$ cat config.mk
export PLATFORM = sky130hd
export DESIGN_NAME = mat_mult_engine
export DESIGN_NICKNAME = d
export VERILOG_FILES = /design/src/rtl/mat_mult_pkg.sv /design/src/rtl/mat_mult_mac.sv /design/src/rtl/mat_mult_engine.sv
export SDC_FILE = /design/constraint.sdc
export NUM_CORES = 1
export LEC_CHECK = 0
export BUFFER_PORTS_ARGS = -buffer_cell sky130_fd_sc_hd__buf_2
export CORE_UTILIZATION = 50
export CTS_CLUSTER_DIAMETER = 80
export CTS_CLUSTER_SIZE = 8
export DETAILED_ROUTE_END_ITERATION = 7
export GPL_TIMING_DRIVEN = 0
export HOLD_SLACK_MARGIN = 0.1
export PLACE_DENSITY_LB_ADDON = 0.05
export SYNTH_ARGS = -nofsm -noshare
export SYNTH_HDL_FRONTEND = slang
export SYNTH_HIERARCHICAL = 1
export SYNTH_SLANG_ARGS = --single-unit
$ cat constraint.sdc
create_clock -name clk -period 15.9 [get_ports clk]
set_clock_uncertainty 0.2 [all_clocks]
set_input_delay 0.795 -clock clk [delete_from_list [all_inputs] [get_ports clk]]
set_output_delay 0.795 -clock clk [all_outputs]
set_load 0.02 [all_outputs]
$ cat src/rtl/mat_mult_pkg.sv
// mat_mult_pkg: shared state encoding, accumulator sizing and result conversion.
// MAT_MULT_SAT_EN selects saturating conversion instead of wrap-around.
package mat_mult_pkg;

  typedef enum logic [2:0] {
    S_IDLE,
    S_ISSUE,
    S_DRAIN,
    S_WRITE,
    S_DONE
  } state_t;

  // Two guard bits keep an unsigned sum plus old C from reaching the sign bit
  function automatic int acc_w(input int data_w, input int dim);
    return 2 * data_w + $clog2(dim) + 2;
  endfunction

`ifdef MAT_MULT_SAT_EN
  function automatic logic [63:0] conv(input logic signed [63:0] a, input logic sgn, input int out_w);
    logic signed [63:0] hi;
    logic signed [63:0] lo;
    hi = sgn ? (64'sd1 <<< (out_w - 1)) - 64'sd1 : (64'sd1 <<< out_w) - 64'sd1;
    lo = sgn ? -(64'sd1 <<< (out_w - 1)) : 64'sd0;
    return (a > hi) ? hi : (a < lo) ? lo : a;
  endfunction
`else
  function automatic logic [63:0] conv(input logic [63:0] a);
    return a;
  endfunction
`endif

endpackage

$ cat src/rtl/mat_mult_mac.sv
// mat_mult_mac: signed/unsigned DATA_W multiply-accumulate over one C element.
// Operands arrive one cycle after the issue strobe; MAT_MULT_SAT_EN clamps the result.
module mat_mult_mac
  import mat_mult_pkg::*;
#(
  parameter int DATA_W = 8,
  parameter int OUT_W  = 16,
  parameter int ACC_W  = 22
) (
  input  logic              clk,
  input  logic              rst_n,
  input  logic              i_sgn,
  input  logic              i_issue,
  input  logic              i_first,
  input  logic              i_add_c,
  input  logic [DATA_W-1:0] i_a,
  input  logic [DATA_W-1:0] i_b,
  input  logic [OUT_W-1:0]  i_c,
  output logic [OUT_W-1:0]  o_res
);

  logic                     r_vld;
  logic                     r_first;
  logic                     r_add_c;
  logic signed [ACC_W-1:0]  r_acc;
  logic signed [DATA_W:0]   w_a;
  logic signed [DATA_W:0]   w_b;
  logic signed [2*DATA_W+1:0] w_p;
  logic signed [ACC_W-1:0]  w_p_ext;
  logic signed [ACC_W-1:0]  w_c_ext;

  // One extra bit lets a single signed multiplier serve both signedness modes
  assign w_a     = {i_sgn & i_a[DATA_W-1], i_a};
  assign w_b     = {i_sgn & i_b[DATA_W-1], i_b};
  assign w_p     = w_a * w_b;
  assign w_p_ext = ACC_W'(w_p);
  assign w_c_ext = i_sgn ? ACC_W'($signed(i_c)) : ACC_W'(i_c);

  always_ff @(posedge clk) begin
    if (!rst_n) begin
      r_vld   <= 1'b0;
      r_first <= 1'b0;
      r_add_c <= 1'b0;
      r_acc   <= '0;
    end else begin
      r_vld   <= i_issue;
      r_first <= i_first;
      r_add_c <= i_add_c;
      if (r_vld) r_acc <= (r_first ? (r_add_c ? w_c_ext : '0) : r_acc) + w_p_ext;
    end
  end

`ifdef MAT_MULT_SAT_EN
  assign o_res = OUT_W'(conv(64'(r_acc), i_sgn, OUT_W));
`else
  assign o_res = OUT_W'(conv(64'(r_acc)));
`endif

endmodule

$ cat src/rtl/mat_mult_engine.sv
// mat_mult_engine: sequential DIMxDIM matrix multiplier, C = A*B or C += A*B.
// Define MAT_MULT_SAT_EN to saturate results instead of wrapping to OUT_W bits.
module mat_mult_engine
  import mat_mult_pkg::*;
#(
  parameter  int DIM    = 16,
  parameter  int DATA_W = 8,
  parameter  int OUT_W  = 16,
  localparam int ADDR_W = $clog2(DIM * DIM)
) (
  input  logic              clk,
  input  logic              rst_n,
  input  logic              start,
  input  logic              signed_i,
  input  logic              acc_i,
  output logic              busy,
  output logic              done,
  output logic              ab_rd_en,
  output logic [ADDR_W-1:0] a_addr,
  output logic [ADDR_W-1:0] b_addr,
  input  logic [DATA_W-1:0] a_data,
  input  logic [DATA_W-1:0] b_data,
  output logic              c_rd_en,
  output logic [ADDR_W-1:0] c_rd_addr,
  input  logic [OUT_W-1:0]  c_rd_data,
  output logic              c_we,
  output logic [ADDR_W-1:0] c_addr,
  output logic [OUT_W-1:0]  c_wdata
);

  localparam int IW    = $clog2(DIM);
  localparam int ACC_W = acc_w(DATA_W, DIM);

  state_t          r_state;
  state_t          w_state_nxt;
  logic [IW-1:0]   r_i;
  logic [IW-1:0]   r_j;
  logic [IW-1:0]   r_k;
  logic [IW-1:0]   w_i_nxt;
  logic [IW-1:0]   w_j_nxt;
  logic [IW-1:0]   w_k_nxt;
  logic            r_sgn;
  logic            r_acc_mode;
  logic            w_sgn_nxt;
  logic            w_acc_mode_nxt;
  logic            w_i_last;
  logic            w_j_last;
  logic            w_k_last;
  logic [OUT_W-1:0] w_res;

  function automatic logic [ADDR_W-1:0] addr(input logic [IW-1:0] row, input logic [IW-1:0] col);
    return ADDR_W'(row * DIM + col);
  endfunction

  assign w_i_last = r_i == IW'(DIM - 1);
  assign w_j_last = r_j == IW'(DIM - 1);
  assign w_k_last = r_k == IW'(DIM - 1);

  always_comb begin
    w_state_nxt    = r_state;
    w_i_nxt        = r_i;
    w_j_nxt        = r_j;
    w_k_nxt        = r_k;
    w_sgn_nxt      = r_sgn;
    w_acc_mode_nxt = r_acc_mode;
    case (r_state)
      S_IDLE: if (start) begin
        w_state_nxt    = S_ISSUE;
        w_i_nxt        = '0;
        w_j_nxt        = '0;
        w_k_nxt        = '0;
        w_sgn_nxt      = signed_i;
        w_acc_mode_nxt = acc_i;
      end
      S_ISSUE: begin
        w_state_nxt = w_k_last ? S_DRAIN : S_ISSUE;
        w_k_nxt     = w_k_last ? r_k : r_k + 1'b1;
      end
      S_DRAIN: w_state_nxt = S_WRITE;
      S_WRITE: begin
        w_state_nxt = (w_i_last && w_j_last) ? S_DONE : S_ISSUE;
        w_k_nxt     = '0;
        w_j_nxt     = w_j_last ? '0 : r_j + 1'b1;
        w_i_nxt     = w_j_last ? r_i + 1'b1 : r_i;
      end
      default: w_state_nxt = S_IDLE;
    endcase
  end

  // Outputs are registered from the next-state values so they line up with the state they describe
  always_ff @(posedge clk) begin
    if (!rst_n) begin
      r_state    <= S_IDLE;
      r_i        <= '0;
      r_j        <= '0;
      r_k        <= '0;
      r_sgn      <= 1'b0;
      r_acc_mode <= 1'b0;
      busy       <= 1'b0;
      done       <= 1'b0;
      ab_rd_en   <= 1'b0;
      a_addr     <= '0;
      b_addr     <= '0;
      c_rd_en    <= 1'b0;
      c_rd_addr  <= '0;
      c_we       <= 1'b0;
      c_addr     <= '0;
    end else begin
      r_state    <= w_state_nxt;
      r_i        <= w_i_nxt;
      r_j        <= w_j_nxt;
      r_k        <= w_k_nxt;
      r_sgn      <= w_sgn_nxt;
      r_acc_mode <= w_acc_mode_nxt;
      busy       <= w_state_nxt != S_IDLE;
      done       <= w_state_nxt == S_DONE;
      ab_rd_en   <= w_state_nxt == S_ISSUE;
      a_addr     <= addr(w_i_nxt, w_k_nxt);
      b_addr     <= addr(w_k_nxt, w_j_nxt);
      c_rd_en    <= w_state_nxt == S_ISSUE && w_k_nxt == '0 && w_acc_mode_nxt;
      c_rd_addr  <= addr(w_i_nxt, w_j_nxt);
      c_we       <= w_state_nxt == S_WRITE;
      c_addr     <= addr(w_i_nxt, w_j_nxt);
    end
  end

  mat_mult_mac #(
    .DATA_W(DATA_W),
    .OUT_W (OUT_W),
    .ACC_W (ACC_W)
  ) u_mac (
    .clk    (clk),
    .rst_n  (rst_n),
    .i_sgn  (r_sgn),
    .i_issue(ab_rd_en),
    .i_first(ab_rd_en && r_k == '0),
    .i_add_c(c_rd_en),
    .i_a    (a_data),
    .i_b    (b_data),
    .i_c    (c_rd_data),
    .o_res  (w_res)
  );

  assign c_wdata = c_we ? w_res : '0;

endmodule

# Word level (Yosys, flattened, before mapping)

Index checks and enable logic that the tools add are counted.

Add/sub/neg operators: 7
Multiply operators: 1
Divide/modulo/power cells: 0
Order comparisons: 0
Equal/unequal tests: 9
Shifts and indexed selects: 0
Muxes and demuxes: 19
Bitwise gates (word level): 2
Reductions and logical operators: 9

Operator list:

| cell                                                                   | number |
|---|---|
| 22-bit two-way mux                                                     | 3 |
| 8-bit by 4-bit adder with 8-bit output                                 | 3 |
| 4-bit two-way mux                                                      | 6 |
| 22-bit adder                                                           | 1 |
| 9-bit by 9-bit multiplier with 18-bit output                           | 1 |
| 16-bit two-way mux                                                     | 1 |
| 4-bit case mux with 2 select lines                                     | 2 |
| 4-bit by 1-bit adder with 4-bit output (second input constant)         | 3 |
| 4-bit equality test (second input constant)                            | 3 |
| 3-bit case mux with 4 select lines                                     | 1 |
| 4-bit case mux with 3 select lines                                     | 1 |
| 3-bit by 2-bit equality test with 1-bit output (second input constant) | 3 |
| 4-bit logical NOT                                                      | 2 |
| 3-bit by 1-bit equality test with 1-bit output (second input constant) | 2 |
| 3-bit two-way mux                                                      | 2 |
| 1-bit logical AND                                                      | 4 |
| 3-bit equality test (second input constant)                            | 1 |
| 3-bit logical NOT                                                      | 1 |
| 3-bit nonzero test                                                     | 1 |
| 1-bit AND                                                              | 2 |
| 1-bit two-way mux                                                      | 2 |
| 2-bit two-way mux                                                      | 1 |
| 2-bit AND reduction                                                    | 1 |

Register bits: 71
Bits in latches: 0
Memory bits (writable): 0
Bits in read-only memories: 0
Bits of input ports: 37
Output and inout port bits: 53
Word-level logic and storage cells: 65
Memories kept: 0

# Longest topological paths before layout

Gate-level depths: netlist (run 1).

Word-level depth: 7
Gate-level depth with buffers: 26
Gate-level depth less buffers: 25

# Hierarchy

Netlist (run 1), hierarchy kept.

Modules (own cells, without submodules):

| module          | instances | cells each | area an instance (um2) | sequential area each (um2) |
|---|---|---|---|---|
| mat_mult_mac    | 1         | 514        | 4266.6                 | 380.4 |
| mat_mult_engine | 1         | 160        | 1331.3                 | 440.4 |

# Least setup slack after synthesis (run 1)

Ideal clock, no wire load.

Path kind: input port to flip-flop
From: in b_data[7]
To: reg u_mac.r_acc[15]
Library setup time: 0.122 ns
Arrival: 6.321 ns
Data required time: 15.578 ns
Slack: 9.257 ns
Cell stages on the path: 24
Path buffers: 1
Cells stage by stage: buf_2 nand2_1 or2_2 fa_1 fa_1 inv_1 fa_1 fa_1 inv_1 fa_1 inv_1 ha_1 o21a_1 o31a_1 o21a_1 nor2_1 xnor2_1 ha_1 o21ai_1 nand2b_1 a21oi_1 a311oi_1 nor3_1 a221o_1

Cells in the longest elaborated chain, start to end: 3

RTL lines:

| element                                          | RTL line              | RTL |
|---|---|---|
| start: declaration                               | mat_mult_engine.sv:22 | `input logic [DATA_W-1:0] b_data,` |
| 1-bit AND                                        | mat_mult_mac.sv:34    | `assign w_b = {i_sgn & i_b[DATA_W-1], i_b};` |
| 9-bit by 9-bit multiplier with 18-bit output (*) | mat_mult_mac.sv:35    | `assign w_p = w_a * w_b;` |
| 22-bit adder (*)                                 | mat_mult_mac.sv:49    | `if (r_vld) r_acc <= (r_first ? (r_add_c ? w_c_ext : '0) : r_acc) + w_p_ext;` |
| end signal: assignment                           | mat_mult_mac.sv:49    |  |
| end: declaration                                 | mat_mult_mac.sv:25    | `logic signed [ACC_W-1:0] r_acc;` |

Every way passes the cells marked *; elsewhere a longest branch is shown, timed or not.
A chain may end at the register's enable or synchronous reset.

# Worst setup path in the final report (run 1)

Ends and elaborated chain as after synthesis.

==> flow_summary.ini, run 1 <==
[power_and_ir_drop]
powerDensity_mw_per_mm2 = 115
p_seq_share_pct = 16.5
ir_worst_vdd_v = 0.0000833
total_power_mw = 0.724
pwr-share-comb_pct = 73.5
power_switching_mw = 0.345
p_int_mw = 0.379
pwr-share-clk_pct = 10.0
swShare_pct = 47.7
p_leak_nw = 3.17

[critical_path]
r2r_slack_ps = 8980
crit_type = input pin to flop
worstRegToRegCells = 24
cpPeakStageDelay_ps = 550
endpoint = u_mac/r_acc[15]
worst_setup_path_start_kind = input pin
startpoint = b_data[7]
slowest_stage = fa_1
cp.required_ps = 15900
reg2reg_to = u_mac/r_acc[15]
reg2reg_from = r_sgn
cp_max_fo = 10
critPathArrivalTime_ps = 6980
path_common_cell = fa_1
critPathCaptureType = flop

[timing]
finalHoldViolCount = 0
period_share_pct = 43.9
max_freq_mhz = 143
worst_pin_slew_ps = 582
relSlewSlack_pct = 61.2
whs_ps = 266
fin_crit_ps = 6980
tns_ps = 0
setup_ws_ps = 8920
rsz0062_at_grt = no
final-max-slew-violation-count = 0
setup_viol = 0

[cells_and_area]
drive_above_1_share_pct = 16.1
fin_nets = 915
area_growth_pct = 12.0
regArea_sq_um = 821
fillers = 1041
antenna_cells = 0
multi_input_area_sq_mm = 0.00415
stdcell_count = 903

[synth]
synth_cells = 674
synth-edff-count = 0
synth_top_family_by_area = adder cells
synth.ff_latch_count = 41
syn_area_per_cell_sq_um = 8.31
synth_nets = 827
synth_mux_area_share_pct = 1.16
synthAdderAreaFrac_pct = 34.5
async_flop_share_pct = 0
ys_types = 59
yosysSeqAreaShare_pct = 14.7
yosys.area_share.simple_pct = 21.3
syn_area_sq_mm = 0.00560
synth_compound_area_share_pct = 13.6
synthFlopType = dfxtp_1
ys_warn_count = 6
yosys.area_share.xor_xnor_pct = 3.60

[floorplan]
io_pins = 90
die_area_sq_mm = 0.0116
dieHeight_microns = 108
dieWidth_microns = 108
start_util_pct = 51.4
coreArea_sq_mm = 0.0109
rows = 38

[drt]
drc = 0
vias = 4674
dr.pass1.iters = 4
antenna_left = 0
wire_per_inst_microns = 14.0
drt-met1-wl_mm = 6.03
viasPerCell = 5.18
dr.max_layer_used = met4
met3_length_microns = 397
drt_iter0_markers = 190
wl_met2_mm = 6.02
drt-total-wl_mm = 12.6

[placement]
dp.cells = 895
gp_congestion = 0.909
io_buffers = 81
place_ws_ps = 8610
dp_hpwl_mm = 10.4

[min_path]
worstHoldPathType = flop to flop

[cts]
cts_buffers = 5
clkSinkCount = 41
clk_latency_ps = 300
clockBufferDepth = 2
cts_tree = yes
cts_setup_buffers = 0
cts-resized-gates = 0
cts_root_buf = clkbuf_8
hold_buffers = 0
htreeDepth = 2
clk_pin_slew_ps = 90

[grt]
grt.overflow.total = 0
track_usage_pct = 23.4
grt_pass1_vias = 4524
grt_pass1_wl_mm = 21.3
grt_max_degree = 15
grt_antenna_before_repair = 0

[run_status]
status = finished clean

[job]
maxCapViolCount = 0
==> synth_stat cells (7+ instances only) <==
| master | number | area share, % |
|---|---|---|
| nand3b_1 | 7 | 0.94 |
| nor2b_1 | 9 | 1.0 |
| nand2_1 | 67 | 4.5 |
| nor3_1 | 12 | 1.1 |
| ha_1 | 52 | 12 |
| fa_1 | 64 | 23 |
| buf_4 | 21 | 2.8 |
| a21o_1 | 8 | 1.1 |
| a21oi_1 | 28 | 2.5 |
| nand3_1 | 16 | 1.4 |
| o21ai_1 | 8 | 0.72 |
| and2_1 | 55 | 6.1 |
| nor2_1 | 28 | 1.9 |
| inv_1 | 101 | 6.8 |
| nand2b_1 | 7 | 0.78 |
| xnor2_1 | 18 | 2.8 |
| o21ai_0 | 32 | 2.9 |
| dfxtp_1 | 41 | 15 |
| clkbuf_1 | 19 | 1.3 |
==> layout make-up <==
class,instances,share of cell area (%)
Buffer,43,3.99
Clock buffer,5,1.10
Clock inverter,3,0.339
Inverter,101,6.05
Multi-Input combinational cell,489,66.2
Sequential cell,41,13.1
Tap cell,140,2.79
Timing Repair Buffer,81,6.47
==> cell usage in the layout, fill, tap and decap left out, types with 3 or more instances in the layout <==
cell type / synthesis / layout
and3_1: 6 / 6
o31a_1: 4 / 4
a21oi_1: 28 / 28
o21ai_1: 8 / 8
ha_1: 52 / 52
a211oi_1: 3 / 3
nand2_1: 67 / 67
mux2i_1: 5 / 5
o21bai_1: 3 / 3
xor2_1: 5 / 5
nand3b_1: 7 / 7
buf_2: 2 / 83
a21boi_0: 5 / 5
nor2_1: 28 / 28
o21ai_0: 32 / 32
o21a_1: 5 / 5
clkbuf_8: 0 / 5
dfxtp_1: 41 / 41
nand2b_1: 7 / 7
and2_1: 55 / 55
buf_4: 21 / 21
nor3_1: 12 / 12
a21o_1: 8 / 8
and3b_1: 3 / 3
nand3_1: 16 / 16
clkbuf_1: 19 / 19
nor2b_1: 9 / 9
fa_1: 64 / 64
xnor2_1: 18 / 18
inv_1: 101 / 101
==> worst min-delay path by stage <==
| stage | startpoint | cells past startpoint | slack (ps) | end |
|---|---|---|---|---|
| CTS | c_rd_en | 1 | 260 | u_mac/r_add_c |
| detailed placement | c_rd_en | 1 | 250 | u_mac/r_add_c |
| global route | c_rd_en | 1 | 280 | u_mac/r_add_c |
| finish | c_rd_en | 1 | 270 | u_mac/r_add_c |
| floorplan | r_sgn | 2 | 260 | r_sgn |
| global placement | c_rd_en | 1 | 240 | u_mac/r_add_c |
==> power groups by stage <==
stage,Combinational (mW),Sequential (mW),Clock [mW]
floorplan,0.421,0.121,0
global placement,0.518,0.121,0
detailed placement,0.528,0.122,0
CTS,0.534,0.120,0.0759
global route,0.609,0.121,0.0810
finish,0.532,0.120,0.0723
==> routing by layer <==
layer | GRT usage (%) | vias up
met5 | 0 | -
met4 | 5.97 | 0
met3 | 2.72 | 17
met2 | 39.1 | 89
met1 | 32.0 | 2221
li1 | - | 2347
==> cells by family after synthesis <==
logic type,Yosys count
buf+inv,144
mux,6
simple gates,225
fa+ha+maj,116
compound gates,119
flops,41
xor+xnor,23
==> per-stage QoR <==
stage	utilization [%]	area, sq um
3_3_place_gp	56.7	6180
2_1_floorplan	-	5600
5_1_grt	57.6	6270
4_1_cts	57.6	6270
3_5_place_dp	56.7	6180
6_report	57.6	6270
==> worst max-delay path, delay by kind of cell <==
kind	cells	cell delay [ps]
fa+ha+maj	7	3340
simple gates	5	960
xor+xnor	1	90
buf+inv	5	440
compound gates	7	1340
Note: power is estimated with default switching activity, not from simulation.
==> inputs of run 2 (changes only) <==
==> constraint.sdc (replaced) <==
create_clock -name clk -period 7.3 [get_ports clk]
set_clock_uncertainty 0.2 [all_clocks]
set_input_delay 0.365 -clock clk [delete_from_list [all_inputs] [get_ports clk]]
set_output_delay 0.365 -clock clk [all_outputs]
set_load 0.02 [all_outputs]
==> flow_summary.ini, run 2 (same netlist as run 1, synthesis figures left out) <==
[placement]
dp_hpwl_mm = 10.4
gp_congestion = 0.909
place_ws_ps = 397
io_buffers = 81

[cts]
cts_buffers = 5
htreeDepth = 2
clk_latency_ps = 300
cts_tree = yes
clockBufferDepth = 2
clkSinkCount = 41
cts_root_buf = clkbuf_8
clk_pin_slew_ps = 90
hold_buffers = 0

[drt]
antenna_left = 0
vias = 4681
viasPerCell = 5.18
drt-total-wl_mm = 12.7
dr.pass1.iters = 4
drc = 0
wire_per_inst_microns = 14.0
drt_iter0_markers = 191

[run_status]
status = finished clean

[timing]
fin_crit_ps = 6810
setup_viol = 0
finalHoldViolCount = 0
final-max-slew-violation-count = 0
worst_pin_slew_ps = 582
setup_ws_ps = 492
period_share_pct = 93.3
tns_ps = 0
relSlewSlack_pct = 61.2
max_freq_mhz = 147
rsz0062_at_grt = no

[cells_and_area]
area_growth_pct = 12.0
fin_nets = 915
antenna_cells = 0
final_cell_mix = inv_1 (101), buf_2 (83), nand2_1 (66)
final_common_cell = inv_1
multi_input_area_sq_mm = 0.00415
regArea_sq_um = 821
drive_above_1_share_pct = 16.3
fillers = 1041

[floorplan]
io_pins = 90
dieHeight_microns = 108
coreArea_sq_mm = 0.0109
die_area_sq_mm = 0.0116
start_util_pct = 51.4
dieWidth_microns = 108
rows = 38

[critical_path]
critPathArrivalTime_ps = 6810
cpPeakStageDelay_ps = 550
critical_path_buf_inv_count = 4
crit_type = flop to flop
cp.required_ps = 7300
crit_path_cell_trace = clkbuf_1 > nand2_2 > or2_2 > fa_1 > fa_1 > inv_1 > fa_1 > fa_1 > inv_1 > fa_1 > inv_1 > ha_1 > o21a_1 > o31a_1 > o21a_1 > nor2_1 > xnor2_1 > ha_1 > o21ai_1 > nand2b_1 > a21oi_1 > a311oi_1 > nor3_1 > a221o_1
slowest_stage = fa_1
cp_max_fo = 9
r2r_slack_ps = 490
path_common_cell = fa_1
cp_top_family = adder cells
worstRegToRegCells = 24
worst_setup_path_start_kind = flop
path_depth = 24
critPathCaptureType = flop

[power_and_ir_drop]
ir_worst_vdd_v = 0.000181
p_leak_nw = 3.17
total_power_mw = 1.58
powerDensity_mw_per_mm2 = 251

[grt]
grt_pass1_wl_mm = 21.3
grt_antenna_before_repair = 0
grt.overflow.total = 0
grt_max_degree = 15
grt_pass1_vias = 4524
track_usage_pct = 23.4

[min_path]
worstHoldPathType = input pin to flop
holdPathStages = 3

[job]
maxCapViolCount = 0
==> run 2: cell types whose count changed in the layout (fill, tap and decap cells not counted) <==
cell / delta
nand2_2: +1
nand2_1: -1
==> run 2: report_power, final <==
group	internal, mW	switching (mW)	leakage [nW]	total (mW)
clock network	0.0680	0.0894	0.0445	0.157
logic	0.512	0.647	2.79	1.16
registers	0.246	0.0152	0.333	0.261
total	0.825	0.752	3.17	1.58
==> run 2: layout make-up <==
type	instances	share of cell area, %
flip-flops and latches	41	13.1
inverters	101	6.05
plain buffers	43	3.99
clock inverters	3	0.339
multi-input cells	489	66.2
well taps	140	2.79
clock buffers	5	1.10
repair buffers	81	6.46
==> run 2: final timing paths <==
kind / to / startpoint
worst max-delay path: u_mac/r_acc[15] / r_sgn
worst min-delay path: r_sgn / signed_i
worst max register to register: u_mac/r_acc[15] / r_sgn
worst min register to register: u_mac/r_add_c / c_rd_en
==> run 2: layer usage <==
metal	wire [microns]	vias up	GRT usage, %
met5	0	-	0
met4	207	0	5.97
met3	397	17	2.72
met2	6030	91	39.1
met1	6030	2225	32.0
li1	-	2348	-
==> run 2: worst register-to-register path: stages (launching register included) <==
cell and delay (ps):
dfxtp_1 340, clkbuf_1 330, nand2_2 240, or2_2 350
fa_1 510, fa_1 550, inv_1 70, fa_1 510
fa_1 540, inv_1 50, fa_1 500, inv_1 40
ha_1 330, o21a_1 200, o31a_1 120, o21a_1 170
nor2_1 120, xnor2_1 90, ha_1 400, o21ai_1 110
nand2b_1 90, a21oi_1 80, a311oi_1 350, nor3_1 90
a221o_1 320
==> run 2: what timing repair did <==
item / in CTS / in global routing
gates resized for setup: 0 / 1
endpoints found under the setup margin: 0 / 2
buffers inserted: 0 / 0
==> run 2: per-stage QoR <==
stage	utilization (%)	cell area (sq um)	std cells	hold slack [ps]
after floorplan	-	5600	674	258
after global placement	56.7	6180	895	242
after detailed placement	56.7	6180	895	246
after CTS	57.6	6270	903	104
after global routing	57.6	6270	903	126
final	57.6	6270	903	112
